## config.mk

```make
export PLATFORM = sky130hd
export DESIGN_NAME = ps2_host_tx
export DESIGN_NICKNAME = d
export VERILOG_FILES = /design/src/rtl/ps2_host_tx.sv
export SDC_FILE = /design/constraint.sdc
export NUM_CORES = 1
export LEC_CHECK = 0
export BUFFER_PORTS_ARGS = -buffer_cell sky130_fd_sc_hd__buf_2
export CAP_MARGIN = 20
export CORE_UTILIZATION = 35
export DETAILED_ROUTE_END_ITERATION = 7
export PLACE_DENSITY_LB_ADDON = 0.15
export SLEW_MARGIN = 20
export SYNTH_ARGS = -nofsm -noshare
export SYNTH_HDL_FRONTEND = slang
export SYNTH_SLANG_ARGS = --single-unit
export TNS_END_PERCENT = 1
```

## constraint.sdc

```tcl
create_clock -name clk -period 4.2 [get_ports clk]
set_clock_uncertainty 0.15 [all_clocks]
set_input_delay 1.26 -clock clk [delete_from_list [all_inputs] [get_ports clk]]
set_output_delay 1.26 -clock clk [all_outputs]
set_load 0.01 [all_outputs]
```

## src/rtl/ps2_host_tx.sv

```systemverilog
// ps2_host_tx: host-to-device PS/2 command transmitter.
// Runs the host request-to-send sequence (inhibit, start, 8 data bits LSB
// first, odd parity, stop, device ACK) and drives the open-drain PS/2 pins
// through output-enable lines. A timeout covers everything after the clock
// line is released.
module ps2_host_tx #(
   parameter int INHIBIT_CYCLES = 5000,
   parameter int TIMEOUT_CYCLES = 750000
) (
   input  logic       clk,
   input  logic       reset_n,
   input  logic [7:0] cmd_data,
   input  logic       cmd_valid,
   output logic       cmd_ready,
   input  logic       ps2_clk_in,
   input  logic       ps2_dat_in,
   output logic       ps2_clk_oe,
   output logic       ps2_dat_oe,
   output logic       busy,
   output logic       tx_done,
   output logic       tx_error
);

   localparam int INH_W = $clog2(INHIBIT_CYCLES + 1);
   localparam int TO_W  = $clog2(TIMEOUT_CYCLES + 1);

   localparam logic [INH_W-1:0] INH_MAX  = INH_W'(INHIBIT_CYCLES - 1);
   localparam logic [INH_W-1:0] INH_ZERO = INH_W'(0);
   localparam logic [INH_W-1:0] INH_ONE  = INH_W'(1);
   localparam logic [TO_W-1:0]  TO_MAX   = TO_W'(TIMEOUT_CYCLES - 1);
   localparam logic [TO_W-1:0]  TO_ZERO  = TO_W'(0);
   localparam logic [TO_W-1:0]  TO_ONE   = TO_W'(1);

   typedef enum logic [2:0] {
      S_IDLE      = 3'd0,
      S_INHIBIT   = 3'd1,
      S_START     = 3'd2,
      S_SEND      = 3'd3,
      S_WAIT_ACK  = 3'd4,
      S_WAIT_IDLE = 3'd5,
      S_DONE      = 3'd6,
      S_ERR       = 3'd7
   } state_e;

   // Odd parity bit: 1 when the byte holds an even number of ones.
   function automatic logic odd_parity(input logic [7:0] d);
      return ~^d;
   endfunction

   state_e           state_q;
   logic [9:0]       shift_q;
   logic [3:0]       bitcnt_q;
   logic [INH_W-1:0] inh_cnt_q;
   logic [TO_W-1:0]  to_cnt_q;
   logic             clk_oe_q;
   logic             dat_oe_q;
   logic             done_q;
   logic             err_q;

   logic             clk_meta_q;
   logic             clk_sync_q;
   logic             clk_prev_q;
   logic             dat_meta_q;
   logic             dat_sync_q;

   logic             accept_s;
   logic             fall_s;
   logic             to_zero_s;

   assign cmd_ready  = (state_q == S_IDLE);
   assign busy       = (state_q != S_IDLE);
   assign accept_s   = cmd_valid & cmd_ready;
   assign fall_s     = clk_prev_q & ~clk_sync_q;
   assign to_zero_s  = (to_cnt_q == TO_ZERO);

   assign ps2_clk_oe = clk_oe_q;
   assign ps2_dat_oe = dat_oe_q;
   assign tx_done    = done_q;
   assign tx_error   = err_q;

   // Two-flop synchronizers for both pads plus the previous clock sample for edge detection; idle bus reads high.
   always_ff @(posedge clk or negedge reset_n) begin
      if (!reset_n) begin
         clk_meta_q <= 1'b1;
         clk_sync_q <= 1'b1;
         clk_prev_q <= 1'b1;
         dat_meta_q <= 1'b1;
         dat_sync_q <= 1'b1;
      end else begin
         clk_meta_q <= ps2_clk_in;
         clk_sync_q <= clk_meta_q;
         clk_prev_q <= clk_sync_q;
         dat_meta_q <= ps2_dat_in;
         dat_sync_q <= dat_meta_q;
      end
   end

   // Transmit sequencer with registered pin enables and status pulses; the timeout has priority over bus events.
   always_ff @(posedge clk or negedge reset_n) begin
      if (!reset_n) begin
         state_q   <= S_IDLE;
         shift_q   <= 10'd0;
         bitcnt_q  <= 4'd0;
         inh_cnt_q <= INH_ZERO;
         to_cnt_q  <= TO_ZERO;
         clk_oe_q  <= 1'b0;
         dat_oe_q  <= 1'b0;
         done_q    <= 1'b0;
         err_q     <= 1'b0;
      end else begin
         done_q <= 1'b0;
         err_q  <= 1'b0;
         case (state_q)
            S_IDLE: begin
               clk_oe_q <= 1'b0;
               dat_oe_q <= 1'b0;
               if (accept_s) begin
                  shift_q   <= {1'b1, odd_parity(cmd_data), cmd_data};
                  inh_cnt_q <= INH_MAX;
                  clk_oe_q  <= 1'b1;
                  state_q   <= S_INHIBIT;
               end else begin
                  state_q <= S_IDLE;
               end
            end
            S_INHIBIT: begin
               if (inh_cnt_q == INH_ZERO) begin
                  dat_oe_q <= 1'b1;
                  state_q  <= S_START;
               end else begin
                  inh_cnt_q <= inh_cnt_q - INH_ONE;
               end
            end
            S_START: begin
               clk_oe_q <= 1'b0;
               bitcnt_q <= 4'd0;
               to_cnt_q <= TO_MAX;
               state_q  <= S_SEND;
            end
            S_SEND: begin
               if (to_zero_s) begin
                  clk_oe_q <= 1'b0;
                  dat_oe_q <= 1'b0;
                  err_q    <= 1'b1;
                  state_q  <= S_ERR;
               end else begin
                  to_cnt_q <= to_cnt_q - TO_ONE;
                  if (fall_s) begin
                     dat_oe_q <= ~shift_q[0];
                     shift_q  <= {1'b0, shift_q[9:1]};
                     if (bitcnt_q == 4'd9) begin
                        state_q <= S_WAIT_ACK;
                     end else begin
                        bitcnt_q <= bitcnt_q + 4'd1;
                     end
                  end else begin
                     state_q <= S_SEND;
                  end
               end
            end
            S_WAIT_ACK: begin
               if (to_zero_s) begin
                  clk_oe_q <= 1'b0;
                  dat_oe_q <= 1'b0;
                  err_q    <= 1'b1;
                  state_q  <= S_ERR;
               end else begin
                  to_cnt_q <= to_cnt_q - TO_ONE;
                  if (fall_s) begin
                     if (!dat_sync_q) begin
                        state_q <= S_WAIT_IDLE;
                     end else begin
                        dat_oe_q <= 1'b0;
                        err_q    <= 1'b1;
                        state_q  <= S_ERR;
                     end
                  end else begin
                     state_q <= S_WAIT_ACK;
                  end
               end
            end
            S_WAIT_IDLE: begin
               if (to_zero_s) begin
                  clk_oe_q <= 1'b0;
                  dat_oe_q <= 1'b0;
                  err_q    <= 1'b1;
                  state_q  <= S_ERR;
               end else begin
                  to_cnt_q <= to_cnt_q - TO_ONE;
                  if (clk_sync_q && dat_sync_q) begin
                     done_q  <= 1'b1;
                     state_q <= S_DONE;
                  end else begin
                     state_q <= S_WAIT_IDLE;
                  end
               end
            end
            S_DONE: begin
               state_q <= S_IDLE;
            end
            S_ERR: begin
               clk_oe_q <= 1'b0;
               dat_oe_q <= 1'b0;
               state_q  <= S_IDLE;
            end
            default: begin
               clk_oe_q <= 1'b0;
               dat_oe_q <= 1'b0;
               state_q  <= S_IDLE;
            end
         endcase
      end
   end

endmodule

```

==> metrics.yaml <==
critical_path:
  cp.required_ns: 4.26
  rr_endpoint: "to_cnt_q[6]"
  arrival_ns: 3.17
  r2r-start: "to_cnt_q[0]"
  crit_end: "to_cnt_q[6]"
  cp-end-kind: "flip-flop"
  cp_max_fo: 11
  setup.worst_path.start: "to_cnt_q[0]"
  regToRegSetupSlack_ns: 1.09
  r2r_cells: 7
  critical_path.startpoint_type: "flip-flop"
  critPathKind: "reg -> reg"
yosys:
  synthesis.instances: 341
  synth_fp_nets: 359
  async_flop_share: 1.00
  ys_types: 58
  synth-main-ff-cell: "dfrtp_1"
  netlist_top_cells_area: "dfrtp_1 (42%), dfstp_2 (4.1%), o21ai_0 (3.6%)"
  syn-cell-area_sq_mm: 0.00321
  yosys.area.top_type: "dfrtp_1"
  synth.avg_cell_area_sq_um: 9.42
  yosysSeqAreaShare: 0.461
  yosysWarnings: 0
  synth-edff-count: 0
  synth_top_area_frac: 0.421
  ys_seq_elements: 59
cts:
  cts_tree: "yes"
  cts_inserted_buffers: 9
  post_cts_resized: 0
  cts_sinks: 59
  clk_latency_ns: 0.34
  clk_pin_slew_worst_paths_ns: 0.07
  hold_buffers: 0
  cts_root_buffer: "clkbuf_8"
  clock_path_buffers: 2
  cts_max_level: 3
  cts_setup_buffers: 0
power:
  cellPowerDensity_mw_per_mm2: 314
  p_leak_nw: 1.57
  total_power_mw: 1.14
  peakVddDrop_uv: 162
drt:
  avgRoutedWirePerCell_um: 15.2
  ant_nets: 0
  dr_total_vias: 2639
  drcViolationCount: 0
  dr.pass1.iters: 4
  vias_per_cell: 5.56
  drt_iter0_markers: 217
  drt_wl_total_um: 7240
grt:
  grt.total_usage: 0.162
  antenna_found_initial: 0
  first_global_vias: 2481
  overflow: 0
  grt_pass1_wl_um: 12300
  grt_start_max_net_pins: 42
timing:
  maxSlewViolCount: 0
  holdWs_ns: 0.208
  finalSetupTns_ns: 0
  period_share: 0.740
  layout_min_cycle_time_ns: 3.11
  setup_viol: 0
  fmax_ghz: 0.322
  finalHoldViolations: 0
  max_slew_margin: 0.387
  finalWorstSetupSlack_ns: 1.09
  rsz0062_at_grt: "no"
  worst_pin_slew_ns: 0.912
die:
  dieArea_sq_mm: 0.00957
  die_h_um: 97.8
  start_util: 0.365
  io_pins: 19
  core_area_sq_mm: 0.00881
  std_cell_rows: 34
  die_x_um: 97.8
hold_path:
  hold_path_class: "reg -> reg"
place:
  place.gp.congestion: 0.861
  port_buffers: 18
  hpwl_um: 5020
  preCtsSetupSlack_ns: 1.04
cells_and_area:
  final_util: 0.413
  diodes: 0
  area_growth_syn_to_layout_pct: 13.2
  fin_nets: 380
  drive_above_1_share: 0.161
job:
  maxCapViolCount: 0
outcome:
  status: "complete, no violations"
[critical path, stage by stage, from the launching register on]
cell and delay, ns:
dfrtp_1 0.43, inv_1 0.08, ha_1 0.31, inv_1 0.15, or4_2 0.73, nor2_1 0.64, a2111oi_0 0.23, a211o_1 0.27
[state kept, by name, indices dropped and copies added (netlist names)]
register	flops
state_q	3
bitcnt_q	4
clk_sync_q	1
inh_cnt_q	13
ps2_clk_oe	1
to_cnt_q	20
dat_sync_q	1
tx_error	1
clk_prev_q	1
clk_meta_q	1
ps2_dat_oe	1
shift_q	10
dat_meta_q	1
tx_done	1
[metal layers]
layer,global-route usage,part of all wire,wire (um),up-vias
met5,0,0,0,-
met4,0.0676,0.013,92,0
met3,0.0293,0.031,225,6
met2,0.252,0.45,3270,51
met1,0.223,0.50,3650,1260
li1,-,-,-,1322
[stage by stage]
step	instances	instance area (sq um)
floorplan	341	3210
global placement	459	3430
detailed placement	459	3430
CTS	475	3630
global route	475	3640
finish	475	3640
[layout make-up]
type	instances	area, sq um
clock inverters	7	76.3
fillers	866	5170
repair buffers	24	138
clock buffers	9	124
well taps	108	135
flip-flops and latches	59	1480
inverters	17	63.8
multi-input cells	251	1620
[synth_stat cells (all sizes together), types with 2 or more instances]
cell type / instances
a2111oi: 4
a311oi: 2
o211ai: 4
nand4: 2
clkbuf: 12
nand2: 28
nor4: 7
nand3: 9
a31o: 2
a31oi: 3
nor2b: 4
o21ai: 25
a41oi: 2
o22ai: 2
o31ai: 5
dfstp: 5
a211oi: 9
xnor2: 13
a21oi: 21
inv: 16
nor2: 17
nor3: 15
or2: 4
nand2b: 3
or4: 11
xor2: 2
ha: 5
a211o: 2
and3: 5
o21a: 2
dfrtp: 54
mux2i: 11
buf: 2
or3: 13
[how the worst min path moves through the flow]
| stage | slack, ns | cells after the start | start | end |
|---|---|---|---|---|
| floorplan | 0.20 | 0 | clk_meta_q | clk_sync_q |
| finish | 0.21 | 0 | dat_meta_q | dat_sync_q |
| global placement | 0.20 | 0 | dat_meta_q | dat_sync_q |
| global route | 0.21 | 0 | clk_meta_q | clk_sync_q |
| detailed placement | 0.20 | 0 | dat_meta_q | dat_sync_q |
| CTS | 0.21 | 0 | dat_meta_q | dat_sync_q |
[where the power goes]
part	total (mW)	switching [mW]	leakage, nW	internal [mW]
Combinational	0.0414	0.0237	0.745	0.0177
Sequential	0.581	0.00468	0.727	0.576
Clock	0.520	0.243	0.0958	0.277
[placed cells by master, fill, tap and decap left out, drive strengths merged, types with 13 or more instances in the layout]
cell type and n:
a21oi 21, buf 24, dfrtp 54, inv 17, nand2 28, nor2 17, nor3 15, o21ai 25
or3 13, xnor2 13
[cells by family after synthesis]
| group | share of synthesized area |
|---|---|
| xor+xnor | 0.0409 |
| compound gates | 0.189 |
| flops | 0.461 |
| mux | 0.0378 |
| buf+inv | 0.0366 |
| simple gates | 0.215 |
| fa+ha+maj | 0.0195 |
No activity file was read; power rests on OpenSTA's default activity.
